<file path="config.mk">
export PLATFORM = sky130hd
export DESIGN_NAME = edit_mem_buf_client
export DESIGN_NICKNAME = d
export VERILOG_FILES = /design/src/rtl/edit_mem_buf_client.sv
export SDC_FILE = /design/constraint.sdc
export NUM_CORES = 1
export LEC_CHECK = 0
export ABC_AREA = 0
export BUFFER_PORTS_ARGS = -buffer_cell sky130_fd_sc_hd__buf_2
export CAP_MARGIN = 40
export CORE_MARGIN = 5
export CORE_UTILIZATION = 54
export CTS_CLUSTER_SIZE = 24
export DETAILED_ROUTE_END_ITERATION = 10
export PLACE_DENSITY_LB_ADDON = 0.25
export SETUP_SLACK_MARGIN = 0.02
export SKIP_CTS_REPAIR_TIMING = 1
export SYNTH_ARGS = -nofsm -noshare
export SYNTH_HDL_FRONTEND = slang
export SYNTH_SLANG_ARGS = --single-unit
</file>
<file path="constraint.sdc">
create_clock -name clk -period 4.2 [get_ports clk]
set_input_delay 0.42 -clock clk [delete_from_list [all_inputs] [get_ports clk]]
set_output_delay 0.42 -clock clk [all_outputs]
set_load 0.05 [all_outputs]
</file>
<file path="src/rtl/edit_mem_buf_client.sv">
// edit_mem_buf_client
//   PU-side client of the edit-memory free-buffer allocator.
//   - Runs the allocator init handshake (freeb_init pulse, wait for freeb_init_done).
//   - Prefetches buffer pointers into a small FIFO cache so the PU gets single-cycle grants.
//   - Forwards PU buffer releases to the allocator one cycle later.
// Ports
//   clk, rst                          clock, asynchronous active-high reset
//   start_init                        pulse: (re)initialise allocator, flush cache
//   init_done                         client is in RUN
//   freeb_init / freeb_init_done      allocator init handshake
//   pu_buf_req                        prefetch request (one pointer per asserted cycle)
//   pu_buf_valid/available/ptr        allocator response, 3 cycles after a request
//   rel_buf_valid / rel_buf_ptr       release strobe to allocator
//   alloc_req / alloc_gnt / alloc_ptr PU allocation (combinational grant, head of cache)
//   free_valid / free_ptr             PU buffer return
//   cache_count                       number of cached pointers
//   miss_count                        saturating count of available=0 responses

// Simulation-only invariants for the pointer cache credit scheme.
module edit_mem_buf_client_chk #(
    parameter int CACHE_DEPTH = 4,
    parameter int CNT_W       = 3
) (
    input logic             clk,
    input logic             rst,
    input logic [CNT_W-1:0] count,
    input logic [CNT_W-1:0] outstanding,
    input logic             wr,
    input logic             gnt
);
    // A response can never land on a full cache, and credit is never over-committed.
    always @(posedge clk) begin
        if (!rst) begin
            assert (!(wr && !gnt && (count == CNT_W'(CACHE_DEPTH))));
            assert (outstanding <= CNT_W'(CACHE_DEPTH));
        end
    end
endmodule

module edit_mem_buf_client #(
    parameter int BPTR_NBITS  = 8,
    parameter int CACHE_DEPTH = 4,
    parameter int BACKOFF     = 8
) (
    input  logic                                 clk,
    input  logic                                 rst,
    input  logic                                 start_init,
    output logic                                 init_done,
    output logic                                 freeb_init,
    input  logic                                 freeb_init_done,
    output logic                                 pu_buf_req,
    input  logic                                 pu_buf_valid,
    input  logic                                 pu_buf_available,
    input  logic [BPTR_NBITS-1:0]                pu_buf_ptr,
    output logic                                 rel_buf_valid,
    output logic [BPTR_NBITS-1:0]                rel_buf_ptr,
    input  logic                                 alloc_req,
    output logic                                 alloc_gnt,
    output logic [BPTR_NBITS-1:0]                alloc_ptr,
    input  logic                                 free_valid,
    input  logic [BPTR_NBITS-1:0]                free_ptr,
    output logic [$clog2(CACHE_DEPTH+1)-1:0]     cache_count,
    output logic [15:0]                          miss_count
);
    localparam int IDX_W = $clog2(CACHE_DEPTH);
    localparam int CNT_W = $clog2(CACHE_DEPTH + 1);
    localparam int SUM_W = CNT_W + 1;
    localparam int BO_W  = $clog2(BACKOFF + 1);

    typedef enum logic [2:0] {
        ST_IDLE      = 3'd0,
        ST_INIT_REQ  = 3'd1,
        ST_WAIT_LOW  = 3'd2,
        ST_WAIT_DONE = 3'd3,
        ST_RUN       = 3'd4
    } state_t;

    state_t                state_r;
    logic                  init_done_r;
    logic                  freeb_init_r;
    logic                  req_r;
    logic [CNT_W-1:0]      out_r;
    logic [CNT_W-1:0]      count_r;
    logic [IDX_W-1:0]      head_r;
    logic [IDX_W-1:0]      tail_r;
    logic [BO_W-1:0]       backoff_r;
    logic [15:0]           miss_r;
    logic                  rel_valid_r;
    logic [BPTR_NBITS-1:0] rel_ptr_r;
    logic [BPTR_NBITS-1:0] mem_r [CACHE_DEPTH];

    logic                  run_s;
    logic                  flush_s;
    logic                  gnt_s;
    logic                  wr_s;
    logic                  miss_s;
    logic                  rsp_s;
    logic [CNT_W-1:0]      out_next_s;
    logic [CNT_W-1:0]      count_next_s;
    logic [BO_W-1:0]       backoff_next_s;
    logic [SUM_W-1:0]      credit_s;
    logic                  req_next_s;

    // Next-cycle credit terms; the request being issued this cycle (req_r) is already counted.
    always_comb begin
        run_s   = (state_r == ST_RUN);
        flush_s = start_init && ((state_r == ST_IDLE) || run_s);
        gnt_s   = alloc_req && run_s && (count_r != '0);
        wr_s    = pu_buf_valid && pu_buf_available && run_s;
        miss_s  = pu_buf_valid && !pu_buf_available && run_s;
        // Late responses with nothing outstanding (e.g. after reset) are ignored.
        rsp_s   = pu_buf_valid && (out_r != '0);
        out_next_s = out_r + CNT_W'(req_r) - CNT_W'(rsp_s);
        if (flush_s) begin
            count_next_s = '0;
        end else begin
            count_next_s = count_r + CNT_W'(wr_s) - CNT_W'(gnt_s);
        end
        if (miss_s) begin
            backoff_next_s = BO_W'(BACKOFF);
        end else if (backoff_r != '0) begin
            backoff_next_s = backoff_r - BO_W'(1);
        end else begin
            backoff_next_s = '0;
        end
        credit_s   = SUM_W'(count_next_s) + SUM_W'(out_next_s);
        req_next_s = run_s && !start_init && (backoff_next_s == '0) &&
                     (credit_s < SUM_W'(CACHE_DEPTH));
    end

    // Init handshake FSM with registered init_done / freeb_init.
    always_ff @(posedge clk or posedge rst) begin
        if (rst) begin
            state_r      <= ST_IDLE;
            init_done_r  <= 1'b0;
            freeb_init_r <= 1'b0;
        end else begin
            case (state_r)
                ST_IDLE: begin
                    if (start_init) begin
                        state_r      <= ST_INIT_REQ;
                        freeb_init_r <= 1'b1;
                    end
                end
                ST_INIT_REQ: begin
                    state_r      <= ST_WAIT_LOW;
                    freeb_init_r <= 1'b0;
                end
                ST_WAIT_LOW: begin
                    if (!freeb_init_done) begin
                        state_r <= ST_WAIT_DONE;
                    end
                end
                ST_WAIT_DONE: begin
                    if (freeb_init_done && (out_r == '0)) begin
                        state_r     <= ST_RUN;
                        init_done_r <= 1'b1;
                    end
                end
                ST_RUN: begin
                    if (start_init) begin
                        state_r      <= ST_INIT_REQ;
                        init_done_r  <= 1'b0;
                        freeb_init_r <= 1'b1;
                    end
                end
                default: begin
                    state_r      <= ST_IDLE;
                    init_done_r  <= 1'b0;
                    freeb_init_r <= 1'b0;
                end
            endcase
        end
    end

    // Prefetch request, outstanding/credit, cache pointers, backoff, miss and release registers.
    always_ff @(posedge clk or posedge rst) begin
        if (rst) begin
            req_r       <= 1'b0;
            out_r       <= '0;
            count_r     <= '0;
            head_r      <= '0;
            tail_r      <= '0;
            backoff_r   <= '0;
            miss_r      <= 16'h0000;
            rel_valid_r <= 1'b0;
            rel_ptr_r   <= '0;
        end else begin
            req_r     <= req_next_s;
            out_r     <= out_next_s;
            count_r   <= count_next_s;
            backoff_r <= backoff_next_s;
            if (flush_s) begin
                head_r <= '0;
                tail_r <= '0;
            end else begin
                if (wr_s) begin
                    tail_r <= tail_r + IDX_W'(1);
                end
                if (gnt_s) begin
                    head_r <= head_r + IDX_W'(1);
                end
            end
            if (miss_s && (miss_r != 16'hFFFF)) begin
                miss_r <= miss_r + 16'd1;
            end
            rel_valid_r <= free_valid && run_s;
            if (free_valid && run_s) begin
                rel_ptr_r <= free_ptr;
            end
        end
    end

    // Cache storage; contents are only meaningful between head and tail, so no reset.
    always_ff @(posedge clk) begin
        if (wr_s && !flush_s) begin
            mem_r[tail_r] <= pu_buf_ptr;
        end
    end

    assign init_done     = init_done_r;
    assign freeb_init    = freeb_init_r;
    assign pu_buf_req    = req_r;
    assign rel_buf_valid = rel_valid_r;
    assign rel_buf_ptr   = rel_ptr_r;
    assign alloc_gnt     = gnt_s;
    assign alloc_ptr     = mem_r[head_r];
    assign cache_count   = count_r;
    assign miss_count    = miss_r;

    edit_mem_buf_client_chk #(
        .CACHE_DEPTH (CACHE_DEPTH),
        .CNT_W       (CNT_W)
    ) u_chk (
        .clk         (clk),
        .rst         (rst),
        .count       (count_r),
        .outstanding (out_r),
        .wr          (wr_s),
        .gnt         (gnt_s)
    );
endmodule

</file>
### Yosys cells after proc, flatten, opt, wreduce, memory -nomap -nowiden

Memory sizes are Yosys's and may differ from the RTL's.
Cells that the tools add are included.

| storage, ports and cells | value |
|---|---|
| register bits | 45 |
| memory bits (writable) | 32 |
| input bits | 24 |
| output and inout port bits | 40 |
| logic and storage cells | 85 |
| memories | 1 |

| operators by class | value |
|---|---|
| add/subtract/negate cells | 9 |
| $lt $le $gt $ge | 1 |
| eq/ne operators | 9 |
| multiplexer cells | 18 |
| bitwise logic cells | 2 |
| reduce and logical (&&, ||, !) cells | 33 |

Memories:

| memory | depth | width | rd ports | clocked after memory_dff | write ports | RTL line | RTL |
|---|---|---|---|---|---|---|---|
| mem_r | 4 | 8 | 1 | 0 | 1 | 90 | `logic [BPTR_NBITS-1:0] mem_r [CACHE_DEPTH];` |

Operators with widths:

| kind | count |
|---|---|
| $add A16 B1 Y16 const B | 1 |
| $ne A16 B16 Y1 const B | 1 |
| $logic_and A1 B1 Y1 | 15 |
| $mux W3 | 4 |
| $pmux W3 S4 | 1 |
| $mux W2 | 4 |
| $mux W4 | 2 |
| $add A3 B1 Y3 | 2 |
| $eq A3 B2 Y1 const B | 2 |
| $logic_not A3 Y1 | 2 |
| $ne A2 B2 Y1 const B | 3 |
| $reduce_and A3 Y1 | 2 |
| $reduce_bool A3 Y1 | 2 |
| $sub A3 B1 Y3 | 2 |
| $mux W1 | 5 |
| $add A2 B1 Y2 const B | 2 |
| $add A3 B3 Y4 | 1 |
| $logic_not A4 Y1 | 1 |
| $lt A4 B3 Y1 const B | 1 |
| $reduce_bool A2 Y1 | 2 |
| $reduce_bool A4 Y1 | 1 |
| $reduce_or A2 Y1 | 2 |
| $sub A4 B1 Y4 const B | 1 |
| $eq A3 B1 Y1 const B | 1 |
| 9 further kinds | 12 |

### Longest topological paths before layout

Gate-level depths: netlist (run 1).

| logic depth | value |
|---|---|
| word-level depth | 8 |
| gate-level depth with buffers | 14 |

### Least setup slack after synthesis (run 1)

No wires, ideal clock.

| timing | value |
|---|---|
| kind | flip-flop to flip-flop |
| start point | register count_r[1], in the netlist cache_count[1] |
| end point | register req_r, in the netlist pu_buf_req |
| data arrival time | 4.055 ns |
| setup slack | 0.045 ns |
| cell stages (with the launch flop) | 15 |
| path buffers | 0 |
| path through | dfrtp_1 > or3_1 > and3_1 > ha_1 > inv_1 > ha_1 > inv_1 > fa_1 > xor2_1 > xnor2_1 > nor2_1 > ha_1 > or4_1 > or4_1 > a311oi_1 |

| on the way | value |
|---|---|
| cells in the longest elaborated chain, start to end | 7 |
| elaborated cells between the ends (all ways) | 8 |
| those cells by class | 3 x add/sub; 1 x order compare; 1 x mux; 3 x reduce/logical |

Ends and longest elaborated chain:

| element | RTL line | RTL |
|---|---|---|
| start, declared | 83 | `logic [CNT_W-1:0] count_r;` |
| start signal, assigned | 191 | `count_r <= count_next_s;` |
| $reduce_bool A3 Y1 | 108 | `gnt_s = alloc_req && run_s && (count_r != '0);` |
| $logic_and A1 B1 Y1 | 108 |  |
| net alloc_gnt | 58 | `output logic alloc_gnt,` |
| $sub A3 B1 Y3 | 117 | `count_next_s = count_r + CNT_W'(wr_s) - CNT_W'(gnt_s);` |
| $mux W3 | 114 | `if (flush_s) begin` |
| net count_next_s[2] | 99 | `logic [CNT_W-1:0] count_next_s;` |
| $add A3 B3 Y4 | 126 | `credit_s = SUM_W'(count_next_s) + SUM_W'(out_next_s);` |
| $lt A4 B3 Y1 | 128 | `(credit_s < SUM_W'(CACHE_DEPTH));` |
| $logic_and A1 B1 Y1 | 127 | `req_next_s = run_s && !start_init && (backoff_next_s == '0) &&` |
| net req_next_s | 102 | `logic req_next_s;` |
| end signal, assigned | 189 | `req_r <= req_next_s;` |
| end, declared | 81 | `logic req_r;` |

The timed path passes the listed nets, and every way through them passes these cells.
A chain may end at the register's enable or synchronous reset.

### Worst setup path in the final report (run 1)

| timing | value |
|---|---|
| start point | register count_r[1], in the netlist cache_count[1] |
| end point | register req_r, in the netlist pu_buf_req |

| on the way | value |
|---|---|
| cells in the longest elaborated chain, start to end | 7 |
| elaborated cells between the ends (all ways) | 8 |
| those cells by class | 3 x add/sub; 1 x order compare; 1 x mux; 3 x reduce/logical |

Ends and longest elaborated chain:

| element | RTL line |
|---|---|
| branches (longest 2 deep; another with $add A3 B1 Y3) | -- |
| $sub A3 B1 Y3 * | 117 |
| $mux W3 * | 114 |
| net count_next_s[2] | 99 |
| $add A3 B3 Y4 * | 126 |
| $lt A4 B3 Y1 * | 128 |
| $logic_and A1 B1 Y1 * | 127 |
| net req_next_s | 102 |

Mark *: on every way through the listed nets, which the timed path passes.

==> flow_summary.toml, run 1 <==
[outcome]
status = "completed"

[clock_tree]
cts_tree = "done"
htreeDepth = 3
root_buffer = "clkbuf_8"
clk-insertion-delay-late_ns = 0.34
clockBufferDepth = 2
cts_made_buffers = 9
clkTransAtPathRegs_ns = 0.07
cts_sinks = 77

[setup_path]
crit_type = "reg -> reg"
rr_endpoint = "pu_buf_req$_DFF_PP0_"
startpoint_type = "register"
end_kind = "register"
r2r-start = "cache_count[1]$_DFF_PP0_"
r2r_slack_ns = 0.37
cp_max_fo = 4
rr_worst_depth = 14
critical_path_required_ns = 4.44
critical_path_arrival_ns = 4.07

[yosys]
syn-num-nets = 281
synth_area_sq_mm = 0.00342
avgSynthCellArea_sq_um = 14.1
yosysSeqAreaShare_pct = 61.0
ys_types = 46
ys_seq_elements = 77
syn_inst = 243
yosys_warnings = 0

[drt]
viasPerCell = 5.47
drc_errors = 0
ant_nets = 0
vias = 2168
drt_iter0_markers = 71
wire_per_inst_um = 16.5
first_pass_iters = 4
finalWirelength_um = 6550

[global_route]
grt_usage_pct = 17.8
grt_max_degree = 46
grt_pass1_vias = 2211
gr-total-overflow = 0
grt_first_pass_wirelength_um = 10600
antenna_found_initial = 0

[timing]
setup_viol = 0
fin_crit_sh_pct = 91.3
timing_hold_violations_final = 0
maxSlewViolCount = 0
relSlewSlack_pct = 60.4
finalCriticalPeriod_ns = 3.83
tightest_slew_ns = 0.594
tns_ns = 0
max_freq_mhz = 261
rsz0062_at_grt = "no"
skew_ns = 0.00791

[power]
irDropWorstVdd_mv = 0.289
switchingPower_uw = 596
seq_power_share_pct = 49.1
totalPowerFinal_mw = 1.91
power.share.combinational_pct = 24.4
swShare_pct = 31.2
power-per-cell-area_mw_per_mm2 = 477
p_leak_nw = 1.80
clkPwrFrac_pct = 26.6
intPower_mw = 1.31

[final_layout]
layout-drive-gt1-share_pct = 30.1
nets = 352
num_antenna_cells = 0
area.growth.synth_to_final_pct = 17.0
fin_area_sq_mm = 0.00400

[placement]
postPlaceCellArea_sq_mm = 0.00383
dp_hpwl_um = 4830
port_buffers = 63
place.gp.congestion = 0.817

[worst_hold_path]
holdCritPathClass = "in -> async"

[die]
io_pins = 64
dieArea_sq_mm = 0.00803
die_w_um = 89.6
core_area_sq_mm = 0.00624
start_util_pct = 54.9
die_h_um = 89.6
row_count = 29

[run]
maxCapViolCount = 0
==> cell usage after synthesis, drive strengths merged <==
library cell	n	area [sq um]
o2111a	1	11.3
mux2i	1	10.0
mux4	8	180
and2	6	37.5
nand4	8	50.1
dfrtp	45	1130
or2	2	12.5
nor2	12	47.6
nor2b	2	12.5
nor3b	2	15.0
nand2b	3	18.8
a211o	1	8.76
o211ai	3	22.5
a21oi	4	20.0
o22ai	1	6.26
or3	1	6.26
nand2	8	30.0
and4	3	26.3
nand4bb	1	27.5
a311oi	1	8.76
and3	5	31.3
maj3	1	10.0
buf	4	18.8
o2111ai	1	8.76
fa	2	40.0
xnor2	16	140
nand4b	1	8.76
nand3	9	45.0
xor2	2	17.5
edfxtp	32	961
or4	2	15.0
ha	12	150
nand3b	1	7.51
mux2	12	135
o21ai	7	35.0
clkbuf	1	3.75
nor4	3	40.0
inv	14	52.6
nor3	5	25.0
==> final cells by class <==
| cell class | instances | area (sq um) |
|---|---|---|
| Clock inverter | 4 | 41.3 |
| Fill cell | 509 | 2240 |
| Timing Repair Buffer | 65 | 330 |
| Inverter | 14 | 52.6 |
| Multi-Input combinational cell | 147 | 1260 |
| Clock buffer | 12 | 135 |
| Sequential cell | 77 | 2090 |
| Tap cell | 77 | 96.3 |
==> critical path: stages (launching register included) <==
cell and delay, ns:
dfrtp_1 0.43, or3_1 0.39, and3_1 0.22, ha_1 0.30
inv_1 0.06, ha_1 0.12, inv_1 0.04, fa_1 0.37
xor2_1 0.16, xnor2_1 0.12, nor2_1 0.14, ha_1 0.25
or4_1 0.51, or4_1 0.41, a311oi_1 0.21
==> worst max-delay path by stage <==
stage	from	end	slack [ns]	cells past startpoint
3_3_place_gp	cache_count[1]$_DFF_PP0_	pu_buf_req$_DFF_PP0_	0.48	14
3_5_place_dp	cache_count[1]$_DFF_PP0_	pu_buf_req$_DFF_PP0_	0.34	14
5_1_grt	state_r[2]$_DFFE_PP0P_	pu_buf_req$_DFF_PP0_	0.11	14
4_1_cts	cache_count[1]$_DFF_PP0_	pu_buf_req$_DFF_PP0_	0.35	14
6_report	cache_count[1]$_DFF_PP0_	pu_buf_req$_DFF_PP0_	0.37	14
2_1_floorplan	cache_count[1]$_DFF_PP0_	pu_buf_req$_DFF_PP0_	0.05	14
==> state kept, by name, summed over array words and instances (netlist names) <==
register       cells
init_done          1
rel_buf_ptr        8
rel_buf_valid      1
cache_count        3
freeb_init         1
pu_buf_req         1
out_r              3
tail_r             2
miss_count        16
state_r            3
backoff_r          4
mem_r             32
head_r             2
==> power by group through the flow <==
stage | Clock (mW) | Combinational (mW) | Sequential, mW
global placement | 0 | 0.455 | 0.946
floorplan | 0 | 0.249 | 1.04
CTS | 0.521 | 0.473 | 0.937
finish | 0.507 | 0.465 | 0.937
detailed placement | 0 | 0.470 | 0.951
global route | 0.549 | 0.520 | 0.949
==> layer usage <==
layer | part of all wire, % | global-route usage [%] | up-vias
li1 | - | - | 1037
met1 | 41 | 22.4 | 1070
met2 | 52 | 29.6 | 51
met3 | 4.9 | 3.65 | 10
met4 | 1.5 | 8.53 | 0
met5 | 0 | 0 | -
==> placed cells by master (no fill, tap or decap), drive strengths merged, types with 3 or more instances in the layout <==
cell,synthesis,final
ha,12,12
mux2,12,12
nand2,8,8
nand2b,3,3
nand4,8,8
o211ai,3,3
buf,4,65
nor4,3,3
mux4,8,8
and4,3,3
o21ai,7,7
inv,14,13
edfxtp,32,32
clkbuf,1,12
dfrtp,45,45
nor2,12,12
a21oi,4,4
clkinv,0,4
nand3,9,9
and2,6,6
xnor2,16,16
nor3,5,5
and3,5,5
==> cell families after synthesis <==
logic type               after synthesis  synth area share [%]
AO/OA/AOI/OAI                         19                  3.55
multiplexers                          21                  9.50
adder cells (fa/ha/maj)               15                  5.85
AND/OR/NAND/NOR                       74                  13.3
buffers and inverters                 19                  2.19
XOR/XNOR                              18                  4.61
flip-flops                            77                  61.0
==> through the flow <==
| stage | hold slack (ns) | cells | setup slack, ns | utilization (%) |
|---|---|---|---|---|
| final | 0.209 | 396 | 0.367 | 64.2 |
| after global routing | 0.279 | 396 | 0.113 | 64.2 |
| after CTS | 0.224 | 396 | 0.351 | 64.2 |
| after detailed placement | 0.464 | 380 | 0.343 | 61.3 |
| after global placement | 0.455 | 380 | 0.476 | 61.3 |
| after floorplan | 0.440 | 243 | 0.0453 | - |
Power figures use the tool's default switching activity.
==> inputs of run 2 (changes only) <==
RECOVER_POWER = 50   (was default)
REMOVE_ABC_BUFFERS = 1   (was default)
==> flow_summary.toml, run 2 (synthesis gave the netlist of run 1 again) <==
[outcome]
status = "complete, but fails checks"
violations = "max-capacitance violations, max-slew violations"

[timing]
max_freq_mhz = 263
relSlewSlack_pct = -56.5
fin_crit_sh_pct = 90.5
setup_viol = 0
timing_hold_violations_final = 0
setup_ws_ns = 0.400
rsz0062_at_grt = "no"
tightest_slew_ns = 2.35
maxSlewViolCount = 46
skew_ns = 0.0103
finalCriticalPeriod_ns = 3.80
tns_ns = 0

[placement]
preCtsSetupSlack_ns = 0.408
place.gp.congestion = 0.817
port_buffers = 63
dp_hpwl_um = 4660
postPlaceCellArea_sq_mm = 0.00383

[power]
irDropWorstVdd_mv = 0.292
totalPowerFinal_mw = 1.97
power-per-cell-area_mw_per_mm2 = 492
p_leak_nw = 1.73

[clock_tree]
clkTransAtPathRegs_ns = 0.08
cts_made_buffers = 9
cts_sinks = 77
root_buffer = "clkbuf_8"
clk-insertion-delay-late_ns = 0.34
htreeDepth = 3
clockBufferDepth = 2
cts_tree = "done"

[setup_path]
critical_path_arrival_ns = 4.04
slowest_delay_ns = 0.49
r2r_slack_ns = 0.40
critical_path_required_ns = 4.44
cpMaxStageDelayCell = "or4_1"
rr_endpoint = "pu_buf_req$_DFF_PP0_"
cp_max_fo = 4
r2r-start = "cache_count[1]$_DFF_PP0_"
crit_type = "reg -> reg"
cpMostUsedCell = "ha_1"
crit_path_start = "cache_count[1]$_DFF_PP0_"
worstPathCellList = "or3_1 -> and3_1 -> ha_1 -> inv_1 -> ha_1 -> inv_1 -> fa_1 -> xor2_1 -> xnor2_1 -> nor2_1 -> ha_1 -> or4_1 -> or4_1 -> a311oi_1"
rr_worst_depth = 14
end_kind = "register"
crit_end = "pu_buf_req$_DFF_PP0_"
startpoint_type = "register"

[drt]
wl_met2_um = 3200
wl_met1_um = 2770
drt_iter0_markers = 52
wire_per_inst_um = 15.9
viasPerCell = 5.33
first_pass_iters = 4
ant_nets = 0
finalWirelength_um = 6310
drc_errors = 0
highest_layer = "met4"
dr_wl_met3_um = 267
vias = 2112

[global_route]
grt_usage_pct = 16.9
antenna_found_initial = 0
gr-total-overflow = 0
grt_pass1_vias = 2137
grt_max_degree = 46
grt_first_pass_wirelength_um = 10200

[die]
core_area_sq_mm = 0.00624
io_pins = 64
row_count = 29
die_h_um = 89.6
dieArea_sq_mm = 0.00803
start_util_pct = 54.9
die_w_um = 89.6

[final_layout]
mostFrequentLayoutCells = "dfrtp_1 (45), buf_2 (42), edfxtp_1 (32)"
fin_area_sq_mm = 0.00400
largest_reg_flops = 32
nets = 352
regMostFlops = "mem_r"
final_common_cell = "dfrtp_1"
fill_cells = 510
area.growth.synth_to_final_pct = 16.8
layout-drive-gt1-share_pct = 24.5
num_antenna_cells = 0

[worst_hold_path]
holdCritPathClass = "in -> reg"

[run]
maxCapViolCount = 1
==> run 2: worst min-delay path by stage <==
stage / startpoint / endpoint / cells after the start
2_1_floorplan: backoff_r[0]$_DFF_PP0_ / backoff_r[0]$_DFF_PP0_ / 1
3_3_place_gp: backoff_r[0]$_DFF_PP0_ / backoff_r[0]$_DFF_PP0_ / 1
3_5_place_dp: backoff_r[0]$_DFF_PP0_ / backoff_r[0]$_DFF_PP0_ / 1
4_1_cts: rst / init_done$_DFFE_PP0P_ / 3
5_1_grt: free_ptr[3] / rel_buf_ptr[3]$_DFFE_PP0P_ / 2
6_report: free_ptr[1] / rel_buf_ptr[1]$_DFFE_PP0P_ / 2
==> run 2: critical path, delay by kind of cell (launching register included) <==
family,cells,cell delay [ns]
adders and majority gates,4,1.03
xor gates and xnor gates,2,0.28
DFF,1,0.43
AOI/OAI and AO/OA,1,0.21
and+or+nand+nor,5,1.66
buffers and inverters,2,0.11
==> run 2: power by group <==
group          total [mW]  switching (mW)  internal, mW
Combinational       0.446           0.284         0.162
Clock               0.589           0.263         0.326
Sequential          0.934          0.0670         0.867
==> run 2: stage by stage <==
step	hold WS (ns)	std cells	util [%]
6_report	0.310	396	64.1
5_1_grt	0.296	396	64.1
4_1_cts	0.225	396	64.8
3_5_place_dp	0.468	380	61.3
3_3_place_gp	0.458	380	61.3
2_1_floorplan	0.440	238	-
==> run 2: layout make-up <==
class	count	area, sq um	area share (%)
Clock buffer	11	163	4.07
Clock inverter	5	56.3	1.41
Inverter	14	52.6	1.31
Multi-Input combinational cell	147	1240	31.1
Sequential cell	77	2090	52.2
Tap cell	77	96.3	2.41
Timing Repair Buffer	65	300	7.51
==> run 2: routing by layer <==
layer / up-vias / track usage, %
met4: 0 / 6.50
met2: 53 / 27.2
met1: 1007 / 22.8
met5: - / 0
li1: 1043 / -
met3: 9 / 3.19
==> inputs of run 3 (changes only) <==
RECOVER_POWER = default   (was 50)
SETUP_SLACK_MARGIN = 0.5   (was 0.02)
==> flow_summary.toml, run 3 (synthesis gave the netlist of run 1 again) <==
[setup_path]
startpoint_type = "register"
slowest_delay_ns = 0.52
worst-path-buf-inv = 2
r2r-start = "cache_count[1]$_DFF_PP0_"
critical_path_arrival_ns = 4.00
r2r_slack_ns = 0.44
crit_family = "simple AND/OR/NAND/NOR gates"
worstPathCellList = "or3_4 -> and3_4 -> ha_4 -> inv_4 -> ha_4 -> inv_2 -> fa_2 -> xor2_2 -> xnor2_1 -> nor2_1 -> ha_2 -> or4_1 -> or4_1 -> a311oi_1"
cp_max_fo = 4
end_kind = "register"
rr_worst_depth = 14
crit_type = "reg -> reg"
cpMaxStageDelayCell = "or4_1"
rr_endpoint = "pu_buf_req$_DFF_PP0_"
critical_path_required_ns = 4.44

[timing]
finalCriticalPeriod_ns = 3.76
fin_crit_sh_pct = 89.6
rsz0062_at_grt = "yes"
tightest_slew_ns = 0.608
tns_ns = 0
relSlewSlack_pct = 59.5
setup_viol = 0
max_freq_mhz = 266
timing_hold_violations_final = 0
skew_ns = 0.00989
maxSlewViolCount = 0

[power]
totalPowerFinal_mw = 2.01
irDropWorstVdd_mv = 0.298
p_leak_nw = 1.83
power-per-cell-area_mw_per_mm2 = 486

[worst_hold_path]
holdCritPathClass = "in -> async"

[outcome]
status = "completed"

[clock_tree]
clockBufferDepth = 2
cts_sinks = 77
clkTransAtPathRegs_ns = 0.08
clk-insertion-delay-late_ns = 0.34
cts_tree = "done"
root_buffer = "clkbuf_8"
htreeDepth = 3
cts_made_buffers = 9

[global_route]
grt_usage_pct = 16.9
grt_first_pass_wirelength_um = 10200
grt_max_degree = 46
antenna_found_initial = 0
grt_pass1_vias = 2137
gr-total-overflow = 0

[placement]
dp.cells = 380
port_buffers = 63
postPlaceCellArea_sq_mm = 0.00383
dp_hpwl_um = 4660
place.gp.congestion = 0.817

[final_layout]
multi_input_area_sq_mm = 0.00132
final_util_pct = 66.3
fill_cells = 482
largest_reg_flops = 32
ff_latch_area_sq_mm = 0.00209
regMostFlops = "mem_r"
num_antenna_cells = 0
area.growth.synth_to_final_pct = 20.9
fin_area_sq_mm = 0.00414
mostFrequentLayoutCells = "buf_2 (63), dfrtp_1 (44), edfxtp_1 (32)"
nets = 356
layout.cells.non_filler = 400
final_common_cell = "buf_2"
layout-drive-gt1-share_pct = 36.8

[die]
core_area_sq_mm = 0.00624
dieArea_sq_mm = 0.00803
row_count = 29
io_pins = 64
start_util_pct = 54.9
die_h_um = 89.6
die_w_um = 89.6

[drt]
ant_nets = 0
viasPerCell = 5.37
wire_per_inst_um = 16.0
drt_iter0_markers = 74
drc_errors = 0
finalWirelength_um = 6400
vias = 2146
first_pass_iters = 4

[run]
maxCapViolCount = 0
-- run 3: final cells by class --
class / instances / share of cell area, %
well taps: 77 / 2.33
clock inverters: 5 / 1.36
flip-flops and latches: 77 / 50.4
multi-input cells: 147 / 31.9
inverters: 14 / 1.33
clock buffers: 11 / 3.93
repair buffers: 69 / 8.70
-- run 3: worst max-delay path by stage --
stage	start	endpoint	slack (ns)	cells past startpoint
2_1_floorplan	cache_count[1]$_DFF_PP0_	pu_buf_req$_DFF_PP0_	0.05	14
3_3_place_gp	cache_count[1]$_DFF_PP0_	pu_buf_req$_DFF_PP0_	0.48	14
3_5_place_dp	cache_count[1]$_DFF_PP0_	pu_buf_req$_DFF_PP0_	0.41	14
4_1_cts	cache_count[1]$_DFF_PP0_	pu_buf_req$_DFF_PP0_	0.38	14
5_1_grt	cache_count[0]$_DFF_PP0_	pu_buf_req$_DFF_PP0_	0.32	14
6_report	cache_count[1]$_DFF_PP0_	pu_buf_req$_DFF_PP0_	0.44	14
-- run 3: power breakdown --
group          switching (mW)  internal [mW]  leakage, nW
Combinational           0.288          0.190        0.828
Clock                   0.263          0.326        0.110
Sequential             0.0778          0.867        0.888
Total                   0.629           1.38         1.83
-- run 3: worst min-delay path: stages --
cell	delay, ns
buf_2	0.10
clkinv_1	0.03
buf_4	0.46
-- run 3: per-layer routing --
metal  track usage (%)  share of wire, %  wire length (um)  vias to the layer above
met2              27.2                51              3260                       56
met1              22.8                44              2780                     1032
met5                 0                 0                 0                        -
li1                  -                 -                 -                     1049
met3              3.19               4.5               286                        9
met4              6.50               1.0                67                        0
-- run 3: stage by stage --
stage	setup slack (ns)	hold slack, ns
CTS	0.382	0.225
global route	0.318	0.272
detailed placement	0.408	0.468
finish	0.437	0.207
floorplan	0.0453	0.440
global placement	0.477	0.458
